[config.mk]
export PLATFORM = sky130hd
export DESIGN_NAME = i2c_mem_responder
export DESIGN_NICKNAME = d
export VERILOG_FILES = /design/src/rtl/i2c_mem_responder.sv
export SDC_FILE = /design/constraint.sdc
export NUM_CORES = 1
export LEC_CHECK = 0
export BUFFER_PORTS_ARGS = -buffer_cell sky130_fd_sc_hd__buf_2
export CORE_ASPECT_RATIO = 0.6
export CORE_MARGIN = 10
export CORE_UTILIZATION = 30
export DETAILED_ROUTE_END_ITERATION = 16
export HOLD_SLACK_MARGIN = 0.15
export PLACE_DENSITY_LB_ADDON = 0.12
export SETUP_SLACK_MARGIN = 0.02
export SYNTH_ARGS = -nofsm -noshare
export SYNTH_HDL_FRONTEND = slang
export SYNTH_SLANG_ARGS = --single-unit
[constraint.sdc]
create_clock -name clk_i -period 1.9 [get_ports clk_i]
set_clock_uncertainty 0.05 [all_clocks]
set_input_delay 0.19 -clock clk_i [delete_from_list [all_inputs] [get_ports clk_i]]
set_output_delay 0.19 -clock clk_i [all_outputs]
set_load 0.02 [all_outputs]
[src/rtl/i2c_mem_responder.sv]
// Multi-bus I2C memory target: one target engine and byte memory per bus, answering BASE_ADDR+n.
// Optional general-call support is enabled by defining I2C_MEM_RESPONDER_GCALL_EN.
module i2c_mem_responder #(
  parameter int I2C_ADDR_WIDTH = 7,
  parameter int I2C_DATA_WIDTH = 8,
  parameter int NUM_I2C_BUSSES = 1,
  parameter int MEM_DEPTH      = 16,
  parameter logic [I2C_ADDR_WIDTH-1:0] BASE_ADDR = 7'h22
) (
  input  logic                          clk_i,
  input  logic                          rst_i,
  input  logic [NUM_I2C_BUSSES-1:0]     scl_i,
  input  logic [NUM_I2C_BUSSES-1:0]     sda_i,
  output logic [NUM_I2C_BUSSES-1:0]     sda_o,
  output logic [NUM_I2C_BUSSES-1:0]     busy_o,
  output logic [NUM_I2C_BUSSES-1:0]     done_o,
  output logic [NUM_I2C_BUSSES*8-1:0]   wr_cnt_o
);

  localparam int PW  = $clog2(MEM_DEPTH);
  localparam int AW1 = I2C_ADDR_WIDTH + 1;
  localparam int RXW = (AW1 > I2C_DATA_WIDTH) ? AW1 : I2C_DATA_WIDTH;
  localparam int CW  = $clog2(RXW + 1);

  localparam logic [3:0] S_IDLE      = 4'd0;
  localparam logic [3:0] S_ADDR      = 4'd1;
  localparam logic [3:0] S_ADDR_ACK  = 4'd2;
  localparam logic [3:0] S_PTR       = 4'd3;
  localparam logic [3:0] S_PTR_ACK   = 4'd4;
  localparam logic [3:0] S_WR_DATA   = 4'd5;
  localparam logic [3:0] S_WR_ACK    = 4'd6;
  localparam logic [3:0] S_RD_DATA   = 4'd7;
  localparam logic [3:0] S_RD_ACK    = 4'd8;
  localparam logic [3:0] S_WAIT_STOP = 4'd9;

  for (genvar n = 0; n < NUM_I2C_BUSSES; n++) begin : g_bus
    localparam logic [I2C_ADDR_WIDTH-1:0] OWN_ADDR = I2C_ADDR_WIDTH'(BASE_ADDR + n);

    logic r_scl_s1, r_scl_s2, r_scl_s3;
    logic r_sda_s1, r_sda_s2, r_sda_s3;
    logic r_ev_start, r_ev_stop, r_ev_rise, r_ev_fall, r_sda_bit;
    logic w_scl_steady_hi, w_start, w_stop, w_rise, w_fall;

    logic [3:0]                r_state;
    logic [CW-1:0]             r_cnt;
    logic [RXW-1:0]            r_rx;
    logic [I2C_DATA_WIDTH-1:0] r_tx;
    logic [PW-1:0]             r_ptr;
    logic [7:0]                r_wr_cnt;
    logic                      r_sda, r_busy, r_done, r_rw, r_gcall, r_mack;
    logic [I2C_DATA_WIDTH-1:0] r_mem [MEM_DEPTH];

    logic [CW-1:0]             w_tgt;
    logic                      w_addr_match, w_gcall_hit;
    logic [I2C_DATA_WIDTH-1:0] w_rd_byte;
    logic [PW-1:0]             w_wr_idx;

    // START/STOP only qualify while SCL sits high in both compared samples
    assign w_scl_steady_hi = r_scl_s2 & r_scl_s3;
    assign w_start = w_scl_steady_hi & r_sda_s3 & ~r_sda_s2;
    assign w_stop  = w_scl_steady_hi & ~r_sda_s3 & r_sda_s2;
    assign w_rise  = r_scl_s2 & ~r_scl_s3;
    assign w_fall  = ~r_scl_s2 & r_scl_s3;

    assign w_rd_byte = r_mem[r_ptr];
    assign w_wr_idx  = r_gcall ? {PW{1'b0}} : r_ptr;

    // Bit count that closes the current byte phase (address byte carries the R/W bit)
    always_comb begin
      if (r_state == S_ADDR) begin
        w_tgt = CW'(AW1);
      end else begin
        w_tgt = CW'(I2C_DATA_WIDTH);
      end
    end

    // Address decode of the received address byte
    always_comb begin
      w_addr_match = 1'b0;
      w_gcall_hit  = 1'b0;
      if (r_rx[AW1-1:1] == OWN_ADDR) begin
        w_addr_match = 1'b1;
      end else begin
`ifdef I2C_MEM_RESPONDER_GCALL_EN
        if (r_rx[AW1-1:0] == {AW1{1'b0}}) begin
          w_addr_match = 1'b1;
          w_gcall_hit  = 1'b1;
        end else begin
          w_addr_match = 1'b0;
        end
`else
        w_addr_match = 1'b0;
`endif
      end
    end

    // Pin synchronizers and registered bus events
    always_ff @(posedge clk_i or negedge rst_i) begin
      if (!rst_i) begin
        r_scl_s1 <= 1'b1; r_scl_s2 <= 1'b1; r_scl_s3 <= 1'b1;
        r_sda_s1 <= 1'b1; r_sda_s2 <= 1'b1; r_sda_s3 <= 1'b1;
        r_ev_start <= 1'b0; r_ev_stop <= 1'b0;
        r_ev_rise  <= 1'b0; r_ev_fall <= 1'b0;
        r_sda_bit  <= 1'b1;
      end else begin
        r_scl_s1 <= scl_i[n]; r_scl_s2 <= r_scl_s1; r_scl_s3 <= r_scl_s2;
        r_sda_s1 <= sda_i[n]; r_sda_s2 <= r_sda_s1; r_sda_s3 <= r_sda_s2;
        r_ev_start <= w_start;
        r_ev_stop  <= w_stop;
        r_ev_rise  <= w_rise;
        r_ev_fall  <= w_fall;
        r_sda_bit  <= r_sda_s2;
      end
    end

    // Target FSM: sample on SCL rise, drive SDA on SCL fall, START/STOP override everything
    always_ff @(posedge clk_i or negedge rst_i) begin
      if (!rst_i) begin
        r_state  <= S_IDLE;
        r_cnt    <= {CW{1'b0}};
        r_rx     <= {RXW{1'b0}};
        r_tx     <= {I2C_DATA_WIDTH{1'b0}};
        r_ptr    <= {PW{1'b0}};
        r_wr_cnt <= 8'd0;
        r_sda    <= 1'b1;
        r_busy   <= 1'b0;
        r_done   <= 1'b0;
        r_rw     <= 1'b0;
        r_gcall  <= 1'b0;
        r_mack   <= 1'b0;
        for (int i = 0; i < MEM_DEPTH; i++) begin
          r_mem[i] <= {I2C_DATA_WIDTH{1'b0}};
        end
      end else begin
        r_done <= 1'b0;
        if (r_ev_start) begin
          r_state <= S_ADDR;
          r_cnt   <= {CW{1'b0}};
          r_sda   <= 1'b1;
          r_gcall <= 1'b0;
        end else if (r_ev_stop) begin
          r_state <= S_IDLE;
          r_sda   <= 1'b1;
          if (r_busy) begin
            r_done <= 1'b1;
            r_busy <= 1'b0;
          end
        end else if (r_ev_rise) begin
          case (r_state)
            S_ADDR, S_PTR, S_WR_DATA: begin
              if (r_cnt != w_tgt) begin
                r_rx  <= {r_rx[RXW-2:0], r_sda_bit};
                r_cnt <= r_cnt + CW'(1'b1);
              end
            end
            S_RD_DATA: begin
              if (r_cnt != CW'(I2C_DATA_WIDTH)) begin
                r_cnt <= r_cnt + CW'(1'b1);
              end
            end
            S_RD_ACK: r_mack <= ~r_sda_bit;
            default: ;
          endcase
        end else if (r_ev_fall) begin
          case (r_state)
            S_ADDR: begin
              if (r_cnt == w_tgt) begin
                if (w_addr_match) begin
                  r_sda   <= 1'b0;
                  r_busy  <= 1'b1;
                  r_rw    <= r_rx[0];
                  r_gcall <= w_gcall_hit;
                  r_state <= S_ADDR_ACK;
                end else begin
                  r_sda   <= 1'b1;
                  r_state <= S_WAIT_STOP;
                end
              end
            end
            S_ADDR_ACK: begin
              r_cnt <= {CW{1'b0}};
              if (r_rw) begin
                r_tx    <= w_rd_byte;
                r_sda   <= w_rd_byte[I2C_DATA_WIDTH-1];
                r_ptr   <= r_ptr + PW'(1'b1);
                r_state <= S_RD_DATA;
              end else begin
                r_sda   <= 1'b1;
                r_state <= r_gcall ? S_WR_DATA : S_PTR;
              end
            end
            S_PTR: begin
              if (r_cnt == w_tgt) begin
                r_ptr   <= r_rx[PW-1:0];
                r_sda   <= 1'b0;
                r_state <= S_PTR_ACK;
              end
            end
            S_PTR_ACK: begin
              r_sda   <= 1'b1;
              r_cnt   <= {CW{1'b0}};
              r_state <= S_WR_DATA;
            end
            S_WR_DATA: begin
              if (r_cnt == w_tgt) begin
                r_mem[w_wr_idx] <= r_rx[I2C_DATA_WIDTH-1:0];
                if (!r_gcall) begin
                  r_ptr <= r_ptr + PW'(1'b1);
                end
                if (r_wr_cnt != 8'hFF) begin
                  r_wr_cnt <= r_wr_cnt + 8'd1;
                end
                r_sda   <= 1'b0;
                r_state <= S_WR_ACK;
              end
            end
            S_WR_ACK: begin
              r_sda   <= 1'b1;
              r_cnt   <= {CW{1'b0}};
              r_state <= r_gcall ? S_WAIT_STOP : S_WR_DATA;
            end
            S_RD_DATA: begin
              if (r_cnt == CW'(I2C_DATA_WIDTH)) begin
                r_sda   <= 1'b1;
                r_state <= S_RD_ACK;
              end else begin
                r_sda <= r_tx[I2C_DATA_WIDTH-2];
                r_tx  <= {r_tx[I2C_DATA_WIDTH-2:0], 1'b0};
              end
            end
            S_RD_ACK: begin
              if (r_mack) begin
                r_tx    <= w_rd_byte;
                r_sda   <= w_rd_byte[I2C_DATA_WIDTH-1];
                r_ptr   <= r_ptr + PW'(1'b1);
                r_cnt   <= {CW{1'b0}};
                r_state <= S_RD_DATA;
              end else begin
                r_sda   <= 1'b1;
                r_state <= S_WAIT_STOP;
              end
            end
            default: ;
          endcase
        end
      end
    end

    assign sda_o[n]          = r_sda;
    assign busy_o[n]         = r_busy;
    assign done_o[n]         = r_done;
    assign wr_cnt_o[n*8 +: 8] = r_wr_cnt;
  end

endmodule

# Word level (Yosys, flattened, before mapping)
# Index checks and enable logic that the tools add are counted.
[totals]
ff_bits = 179
inputBits = 4
output_inout_bits = 11
wordCells = 190
[classes]
n_addsub = 3
n_lt_le_gt_ge = 3
n_eq_ne = 30
muxes = 67
bitwise_logic = 16
reduce_logical = 33
[op_table]
columns = ["op", "n"]
rows = [
  ["128-bit bitwise mux", 1],
  ["4-bit 2-to-1 mux", 24],
  ["8-bit binary-select mux with 4-bit select", 1],
  ["8-bit demux with 4-bit select", 1],
  ["4-bit case mux with 8 select lines", 1],
  ["1-bit 2-to-1 mux", 27],
  ["8-bit 2-to-1 mux", 3],
  ["6-bit AND reduction", 4],
  ["7-bit 2-to-1 mux", 3],
  ["7-bit case mux with 3 select lines", 1],
  ["7-bit AND reduction", 3],
  ["4-bit inequality test, second input constant", 5],
  ["2-bit inequality test, second input constant", 9],
  ["4-bit by 3-bit equality test with 1-bit output, second input constant", 4],
  ["4-bit case mux with 4 select lines", 1],
  ["2-bit nonzero test", 8],
  ["5-bit greater-or-equal comparator, second input constant", 2],
  ["4-bit inverter with 5-bit output", 2],
  ["10-bit AND reduction", 1],
  ["5-bit AND reduction", 2],
  ["10-bit nonzero test", 1],
  ["3-bit nonzero test", 3],
  ["4-bit by 1-bit adder with 4-bit output, second input constant", 2],
  ["8-bit by 1-bit adder with 8-bit output, second input constant", 1],
  ["other kinds (23)", 42],
]

# Logic depth before layout (Yosys ltp)
# Gate-level depths: netlist of run 1.
[depth]
word_depth = 10
depth_mapped = 8
mapped_depth_nobuf = 7

# Least setup slack after synthesis of run 1
# OpenSTA, ideal clock, no wires.
[synth_timing]
path_type = "register to register"
from = "register g_bus[0].r_ptr[1]"
to = "register g_bus[0].r_mem[120] (netlist name)"
setup_ps = 125
arrival_ps = 1798
required_ps = 1725
slack_ps = -73
path_stages_with_launch = 8
n_path_buf = 3
period_less_slack_ps = 1973
path_cell_list = "dfrtp_1 -> clkbuf_1 -> buf_2 -> buf_2 -> inv_1 -> ha_1 -> nand3_2 -> mux2_2"
[synth_via]
elab_chain_cells = 7
elab_cells_between_ends = 8
classes_between = "order compare (2); mux (4); bitwise (1); reduce/logical (1)"
[synth_lines]
columns = ["element", "line", "rtl"]
rows = [
  ["start: declaration", "48", "logic [PW-1:0] r_ptr;"],
  ["start signal: assignment", "123", "r_ptr <= {PW{1'b0}};"],
  ["start signal: assignment", "185", "r_ptr <= r_ptr + PW'(1'b1);"],
  ["start signal: assignment", "194", "r_ptr <= r_rx[PW-1:0];"],
  ["4-bit 2-to-1 mux (*)", "66", "assign w_wr_idx = r_gcall ? {PW{1'b0}} : r_ptr;"],
  ["4-bit inverter with 5-bit output (not written as such) (*)", "206", "r_mem[w_wr_idx] <= r_rx[I2C_DATA_WIDTH-1:0];"],
  ["5-bit greater-or-equal comparator (not written as such) / 5-bit by 1-bit less-than comparator with 1-bit output (equally long branches)", "206", ""],
  ["1-bit logical AND (not written as such)", "206", ""],
  ["8-bit 2-to-1 mux (not written as such)", "206", ""],
  ["8-bit demux with 4-bit select (*)", "206", ""],
  ["128-bit bitwise mux (*)", "206", ""],
  ["end signal: indexed assignment", "132", "r_mem[i] <= {I2C_DATA_WIDTH{1'b0}};"],
  ["end signal: indexed assignment", "206", ""],
  ["end: declaration", "51", "logic [I2C_DATA_WIDTH-1:0] r_mem [MEM_DEPTH];"],
]
# Every way passes the cells marked *; elsewhere a longest branch is shown, timed or not.
# A chain may end at the register's enable or synchronous reset.

# Worst setup path after layout of run 1
[layout_timing]
from = "register g_bus[0].r_cnt[0]"
to = "register g_bus[0].r_mem[72] (netlist name)"
[layout_via]
elab_chain_cells = 2
[layout_lines]
columns = ["element", "line", "rtl"]
rows = [
  ["start: declaration", "45", "logic [CW-1:0] r_cnt;"],
  ["start signal: assignment", "120", "r_cnt <= {CW{1'b0}};"],
  ["start signal: assignment", "138", "r_cnt <= {CW{1'b0}};"],
  ["start signal: assignment", "153", "r_cnt <= r_cnt + CW'(1'b1);"],
  ["4-bit equality test", "205", "if (r_cnt == w_tgt) begin"],
  ["6-bit AND reduction (no line)", "n/a", ""],
]
# No other way between the ends.

==> summary.md, run 1 <==
| Metric | Value |
|---|---|
| Crit start category | register |
| Final TNS setup | -1.76 ns |
| CTS Root Cell | clkbuf_16 |
| Fin nets | 776 |
| FF+latch area | 4470 um2 |
| Leakage | 5.32 nW |
| Top sig layer | met4 |
| Final setup violation count | 59 |
| CP Capture Type | register |
| Worst Tran Pin Value | 0.609 ns |
| GRT Util Overall | 14.2% |
| Drt total wl | 24,500 um |
| Post-route cell area | 11,300 um2 |
| DR WL met3 | 1400 um |
| Overall power | 11.1 mW |
| Area delta synth->final | 33.2% |
| WL/cell | 21.4 um |
| Syn avg cell area | 13.2 um2 |
| Place WS | -0.287 ns |
| Die X-Extent | 237 um |
| TritonCTS clock tree | done |
| Post-Syn Nets | 657 |
| Crit path max fanout | 8 |
| Ys Warns | 0 |
| Share of post-route cells with drive strength above 1 | 56.3% |
| Crit-path leading delay family | simple AND/OR/NAND/NOR gates |
| Vias in the first global route | 5,983 |
| GRT overflow | 0 |
| Cell Int Power | 7.63 mW |
| Synth area leader | dfrtp_1 |
| Chip Height | 150 um |
| 1st-iter DRT viols | 441 |
| Num rows | 47 |
| Most frequent cells after synthesis | 171 x dfrtp_1, 142 x mux2_2, 29 x clkbuf_1 |
| Yosys reg bits | 178 |
| Post-route ant nets | 0 |
| Final setup margin | -0.0914 ns |
| Comb power frac | 28.8% |
| Power Density | 976 nW/um2 |
| Final Slew Violations | 0 |
| Worst path required time | 2.17 ns |
| Final Hold Vio Count | 0 |
| Multi-input gate area | 4410 um2 |
| Remaining DRCs | 0 |
| Clock share of power | 33.7% |
| Clock Latency Late Sink | 0.44 ns |
| Sw frac | 31.1% |
| Top post-synthesis cells by area | dfrtp_1 50%, mux2_2 19%, mux4_2 5.0% |
| Seq/Total Area, Yosys | 52.4% |
| Fin crit share | 105% |
| Critical Path AT | 2.26 ns |
| Unique masters post-synth | 64 |
| Max Cap Violations | 0 |
| EDFF count, synth | 0 |
| Die ar. | 35,700 um2 |
| Met1 wire length | 12,700 um |
| Slew margin rel. | 59.4% |
| Crit path time final | 1.99 ns |
| Status | complete, but fails checks |
| Ports | 15 |
| Post-synth top flop | dfrtp_1 |
| Gpl congestion | 0.860 |
| Failing checks | negative setup slack |
| Post-synth ARST share | 100% |
| Most frequent cell after synthesis | dfrtp_1 |
| Hold Path Class | input port to asynchronous set/reset pin |
| Initial antenna violation count | 2 |
| Clk sink count | 178 |
| Post-Place Cell Area | 9710 um2 |
| Psw | 3.44 mW |
| Core Area | 27,800 um2 |
| Initial core utilization | 30.7% |
| First-pass GRT wire length | 37,600 um |
| Fmax | 0.502 GHz |
| H-tree depth | 4 |
| Critical path, cell by cell | inv_2 > ha_4 > and3b_2 > nand3_4 > nor2_4 > buf_6 > nand2_8 > mux2_4 |
| Mapped Cells | 646 |
| CTS clk-pin slew, worst paths | 0.07 ns |
| Mapped Area | 8510 um2 |
| DP HPWL | 17,000 um |
| Largest net degree at the start of global routing | 74 |
| Share of power burned in registers | 37.4% |
| Yosys top cell area share | 50.3% |
| Peak supply drop | 606 uV |
| CP peak stage delay | 0.39 ns |
| Port bufs | 14 |
| Post-DR vias/cell | 5.06 |
| CTS Buf Count | 17 |
| DRT Pass-1 Iters | 5 |
| Vias | 5,798 |
| Metal2 WL | 10,200 um |
| Worst path bufs/invs | 2 |
| CP max stage cell | dfrtp_1 |
| # fillers | 2,619 |
| CP Class | register to register |
| RSZ-0062 raised after global routing | true |
| CTS max path bufs | 2 |
| Core Util, Final | 40.9% |
==> final timing paths <==
| path | startpoint | to | slack (ns) | depth (start not counted) |
|---|---|---|---|---|
| max in group asynchronous | rst_i | wr_cnt_o[5] | 0.88 | 3 |
| min | rst_i | g_bus[0].r_mem[43] | 0.26 | 3 |
| min reg2reg | g_bus[0].r_sda_s1 | g_bus[0].r_sda_s2 | 0.31 | 0 |
| max | g_bus[0].r_cnt[0] | g_bus[0].r_mem[72] | -0.09 | 8 |
| min in group clk_i | g_bus[0].r_sda_s1 | g_bus[0].r_sda_s2 | 0.31 | 0 |
| max reg2reg | g_bus[0].r_cnt[0] | g_bus[0].r_mem[72] | -0.09 | 8 |
==> flip-flops by register name, summed over array words and instances, names as in the netlist, 4 cells and up <==
| name | cells |
|---|---|
| g_bus.r_cnt | 4 |
| g_bus.r_mem | 128 |
| g_bus.r_ptr | 4 |
| g_bus.r_rx | 8 |
| g_bus.r_state | 4 |
| g_bus.r_tx | 7 |
| wr_cnt_o | 8 |
==> cell type report <==
type	count	area share (%)
sequential	178	39.4
multi-input combinational	417	38.9
timing repair buffer	145	12.0
tap	367	4.05
clock buffer	19	3.99
clock inverter	13	1.50
inverter	6	0.199
antenna	1	0.0221
==> through the flow <==
step / hold slack [ns] / instances
detailed placement: -0.0463 / 1077
global route: 0.311 / 1146
finish: 0.258 / 1146
floorplan: -0.156 / 646
global placement: -0.0505 / 1077
CTS: 0.288 / 1130
==> worst register-to-register path: cells and delay by family (launching register included) <==
family	cells	cell delay (ns)
buf+inv	2	0.23
fa+ha+maj	1	0.12
mux	1	0.31
simple gates	4	0.75
flops	1	0.39
==> power by group through the flow <==
stage | clock network (mW) | registers, mW | logic (mW)
after CTS | 3.85 | 4.12 | 2.90
final | 3.73 | 4.14 | 3.19
after floorplan | 0 | 4.08 | 1.35
after global routing | 4.01 | 4.16 | 3.40
after global placement | 0 | 4.18 | 2.56
after detailed placement | 0 | 4.19 | 2.57
==> cell families (layout without fill, tap and decap cells) <==
family | Yosys count | in the layout | synth area share [%]
AOI/OAI and AO/OA | 84 | 84 | 7.01
xor gates and xnor gates | 9 | 9 | 0.926
adders and majority gates | 7 | 7 | 1.03
buffers and inverters | 51 | 183 | 2.59
DFF | 178 | 178 | 52.4
muxes | 185 | 185 | 26.7
other | 0 | 1 | 0
and+or+nand+nor | 132 | 132 | 9.30
==> placed cells by master, fill, tap and decap left out, types with 7 or more instances in the layout <==
master,instances
a21oi_1,12
nor2b_1,12
mux2_2,138
mux4_2,19
clkbuf_16,17
buf_2,13
o22ai_1,9
nor2_1,21
buf_12,15
mux2i_1,14
nand2_4,7
nand2_1,16
buf_6,24
nand2_8,8
nand4_1,8
nand3_2,7
nand3_1,7
mux2_4,11
dfrtp_1,167
buf_4,87
dfstp_2,7
==> metal layers <==
metal  GRT usage (%)  vias to the layer above
li1                -                     2633
met1            20.5                     3051
met2            19.6                       96
met3            4.40                       18
met4            4.08                        0
met5               0                        -
==> timing repair <==
action                                  4_1_cts  5_1_grt
hold endpoints to repair                    173        0
pin swaps                                    20       37
endpoints found under the setup margin      154      162
gates resized for setup                      80       67
hold buffers                                  4        0
buffers inserted                             17       18
gates cloned                                  0        1
No activity file was read; power rests on OpenSTA's default activity.
==> run 2: changes to the inputs <==
--- a/config.mk
+++ b/config.mk
@@ -6,7 +6,6 @@
 export NUM_CORES = 1
 export LEC_CHECK = 0
 export BUFFER_PORTS_ARGS = -buffer_cell sky130_fd_sc_hd__buf_2
-export CORE_ASPECT_RATIO = 0.6
 export CORE_MARGIN = 10
 export CORE_UTILIZATION = 30
 export DETAILED_ROUTE_END_ITERATION = 16
==> run 2 against run 1 <==
Effect of this change: the flow still finishes with violations (negative setup slack); utilization down 1.7 points; sequential cell count unchanged; sequential power down 1%; cell count down 0.61%; count of clock-buffer cells in the layout up 2; largest cell class unchanged; via count down 2.5%.
==> summary.md, run 2 (synthesis results as in run 1) <==
| Metric | Value |
|---|---|
| Status | complete, but fails checks (unchanged) |
| Failing checks | negative setup slack (unchanged) |
| Worst path required time | 2.16 ns (was 2.17 ns) |
| Ports | 15 (unchanged) |
| Most common cell after layout, fill and taps aside | dfrtp_1 (unchanged) |
| CTS Buf Count | 17 (unchanged) |
| Final setup margin | -0.116 ns (was -0.0914 ns) |
| Worst Tran Pin Value | 0.463 ns (was 0.609 ns) |
| Critical Path AT | 2.28 ns (was 2.26 ns) |
| Num rows | 61 (was 47) |
| Leakage | 5.14 nW (was 5.32 nW) |
| Area delta synth->final | 28.2% (was 33.2%) |
| Peak supply drop | 651 uV (was 606 uV) |
| Hold Path Class | input port to asynchronous set/reset pin (unchanged) |
| Most frequent cells in the layout | 169 x dfrtp_1, 138 x mux2_2, 87 x buf_4, 22 x nor2_1, 19 x mux4_2 (was 167 x dfrtp_1, 138 x mux2_2, 87 x buf_4, 24 x buf_6, 21 x nor2_1) |
| Diode count | 0 (was 1) |
| First-pass GRT wire length | 36,200 um (was 37,600 um) |
| Clk sink count | 178 (unchanged) |
| Crit path time final | 2.02 ns (was 1.99 ns) |
| DRT Pass-1 Iters | 4 (was 5) |
| Initial antenna violation count | 0 (was 2) |
| Power Density | 947 nW/um2 (was 976 nW/um2) |
| H-tree depth | 4 (unchanged) |
| Vias | 5,651 (was 5,798) |
| Final Slew Violations | 0 (unchanged) |
| Core Area | 27,900 um2 (was 27,800 um2) |
| Crit. Startpoint | g_bus[0].r_ev_rise (was g_bus[0].r_cnt[0]) |
| Die X-Extent | 188 um (was 237 um) |
| CTS Root Cell | clkbuf_16 (unchanged) |
| Slew margin rel. | 69.1% (was 59.4%) |
| Vias in the first global route | 6,150 (was 5,983) |
| CP peak stage delay | 0.41 ns (was 0.39 ns) |
| Share of post-route cells with drive strength above 1 | 52.7% (was 56.3%) |
| Final setup violation count | 133 (was 59) |
| DP HPWL | 15,600 um (was 17,000 um) |
| Max Cap Violations | 0 (unchanged) |
| Clock Latency Late Sink | 0.44 ns (about the same) |
| CTS clk-pin slew, worst paths | 0.07 ns (about the same) |
| Final TNS setup | -6.03 ns (was -1.76 ns) |
| Fin crit share | 106% (was 105%) |
| Overall power | 10.3 mW (was 11.1 mW) |
| TritonCTS clock tree | done (unchanged) |
| WL/cell | 20.1 um (was 21.4 um) |
| Crit path max fanout | 8 (unchanged) |
| Critical path, cell by cell | nor4b_4 > nand3_4 > nor2_4 > buf_6 > nand2_8 > mux2_4 (was inv_2 > ha_4 > and3b_2 > nand3_4 > nor2_4 > buf_6 > nand2_8 > mux2_4) |
| Largest net degree at the start of global routing | 49 (was 74) |
| Max reg flops | 128 (unchanged) |
| CP max stage cell | dfrtp_1 (unchanged) |
| Initial core utilization | 30.6% (was 30.7%) |
| CP Class | register to register (unchanged) |
| Drt total wl | 22,900 um (was 24,500 um) |
| Final Hold Vio Count | 0 (unchanged) |
| Chip Height | 188 um (was 150 um) |
| Fin nets | 759 (was 776) |
| Post-route ant nets | 0 (unchanged) |
| CTS max path bufs | 2 (unchanged) |
| Gpl congestion | 0.790 (was 0.860) |
| Post-DR vias/cell | 4.96 (was 5.06) |
| Top reg by flops | g_bus.r_mem (unchanged) |
| R2r startpoint | g_bus[0].r_ev_rise (was g_bus[0].r_cnt[0]) |
| Remaining DRCs | 0 (unchanged) |
| GRT overflow | 0 (unchanged) |
| RSZ-0062 raised after global routing | true (unchanged) |
| Fmax | 0.496 GHz (was 0.502 GHz) |
| Crit start category | register (unchanged) |
| 1st-iter DRT viols | 274 (was 441) |
| Port bufs | 14 (unchanged) |
| Die ar. | 35,500 um2 (was 35,700 um2) |
| CP Capture Type | register (unchanged) |
| GRT Util Overall | 13.1% (was 14.2%) |
==> run 2: area by class of cell <==
| cell class | instances | area (um2) |
|---|---|---|
| inverters | 6 | 22.5 |
| well taps | 378 | 473 |
| flip-flops and latches | 178 | 4470 |
| repair buffers | 128 | 1140 |
| clock inverters | 11 | 118 |
| clock buffers | 21 | 460 |
| multi-input cells | 417 | 4240 |
| fillers | 2654 | 16900 |
==> run 2: through the flow <==
stage          instances  hold WS [ns]  utilization [%]  setup slack, ns  instance area (um2)
2_1_floorplan        646        -0.156                -           0.0281                 8530
3_3_place_gp        1084         0.109             34.6           -0.165                 9640
3_5_place_dp        1084         0.100             34.6           -0.185                 9640
4_1_cts             1129         0.228             38.0           -0.114                10600
5_1_grt             1139         0.264             39.2           -0.196                10900
6_report            1139         0.210             39.2           -0.116                10900
==> run 2: where the power goes <==
part / total, mW / internal (mW) / switching, mW
logic: 2.73 / 1.25 / 1.49
registers: 4.10 / 3.93 / 0.167
clock network: 3.51 / 1.91 / 1.59
==> run 2: critical path: cells and delay by family (launching register included) <==
kind | cells | cell delay (ns)
AND/OR/NAND/NOR | 4 | 0.98
flip-flops | 1 | 0.41
multiplexers | 1 | 0.30
buffers and inverters | 1 | 0.15
==> run 2: final timing paths <==
check                                      end  slack, ns  cells past startpoint
setup / recovery            g_bus[0].r_mem[64]      -0.12                      6
hold / removal             g_bus[0].r_state[0]       0.21                      2
setup reg to reg            g_bus[0].r_mem[64]      -0.12                      6
hold reg to reg              g_bus[0].r_scl_s2       0.31                      0
max in group asynchronous   g_bus[0].r_sda_bit       0.92                      3
min in group clk_i           g_bus[0].r_scl_s2       0.31                      0
==> run 2: metal layers <==
metal	GRT usage (%)	vias to the layer above	part of all wire, %
met2	21.5	71	49
met4	4.21	0	1.5
li1	-	2575	-
met1	17.3	2984	47
met5	0	-	0
met3	1.79	21	2.8
==> run 2: timing repair <==
item | in CTS | in global routing
setup buffers | 11 | 9
endpoints found under the setup margin | 144 | 161
cloned | 0 | 1
hold buffers | 3 | 0
resized for setup | 50 | 48
pin swaps | 17 | 28
hold endpoints to repair | 174 | 0
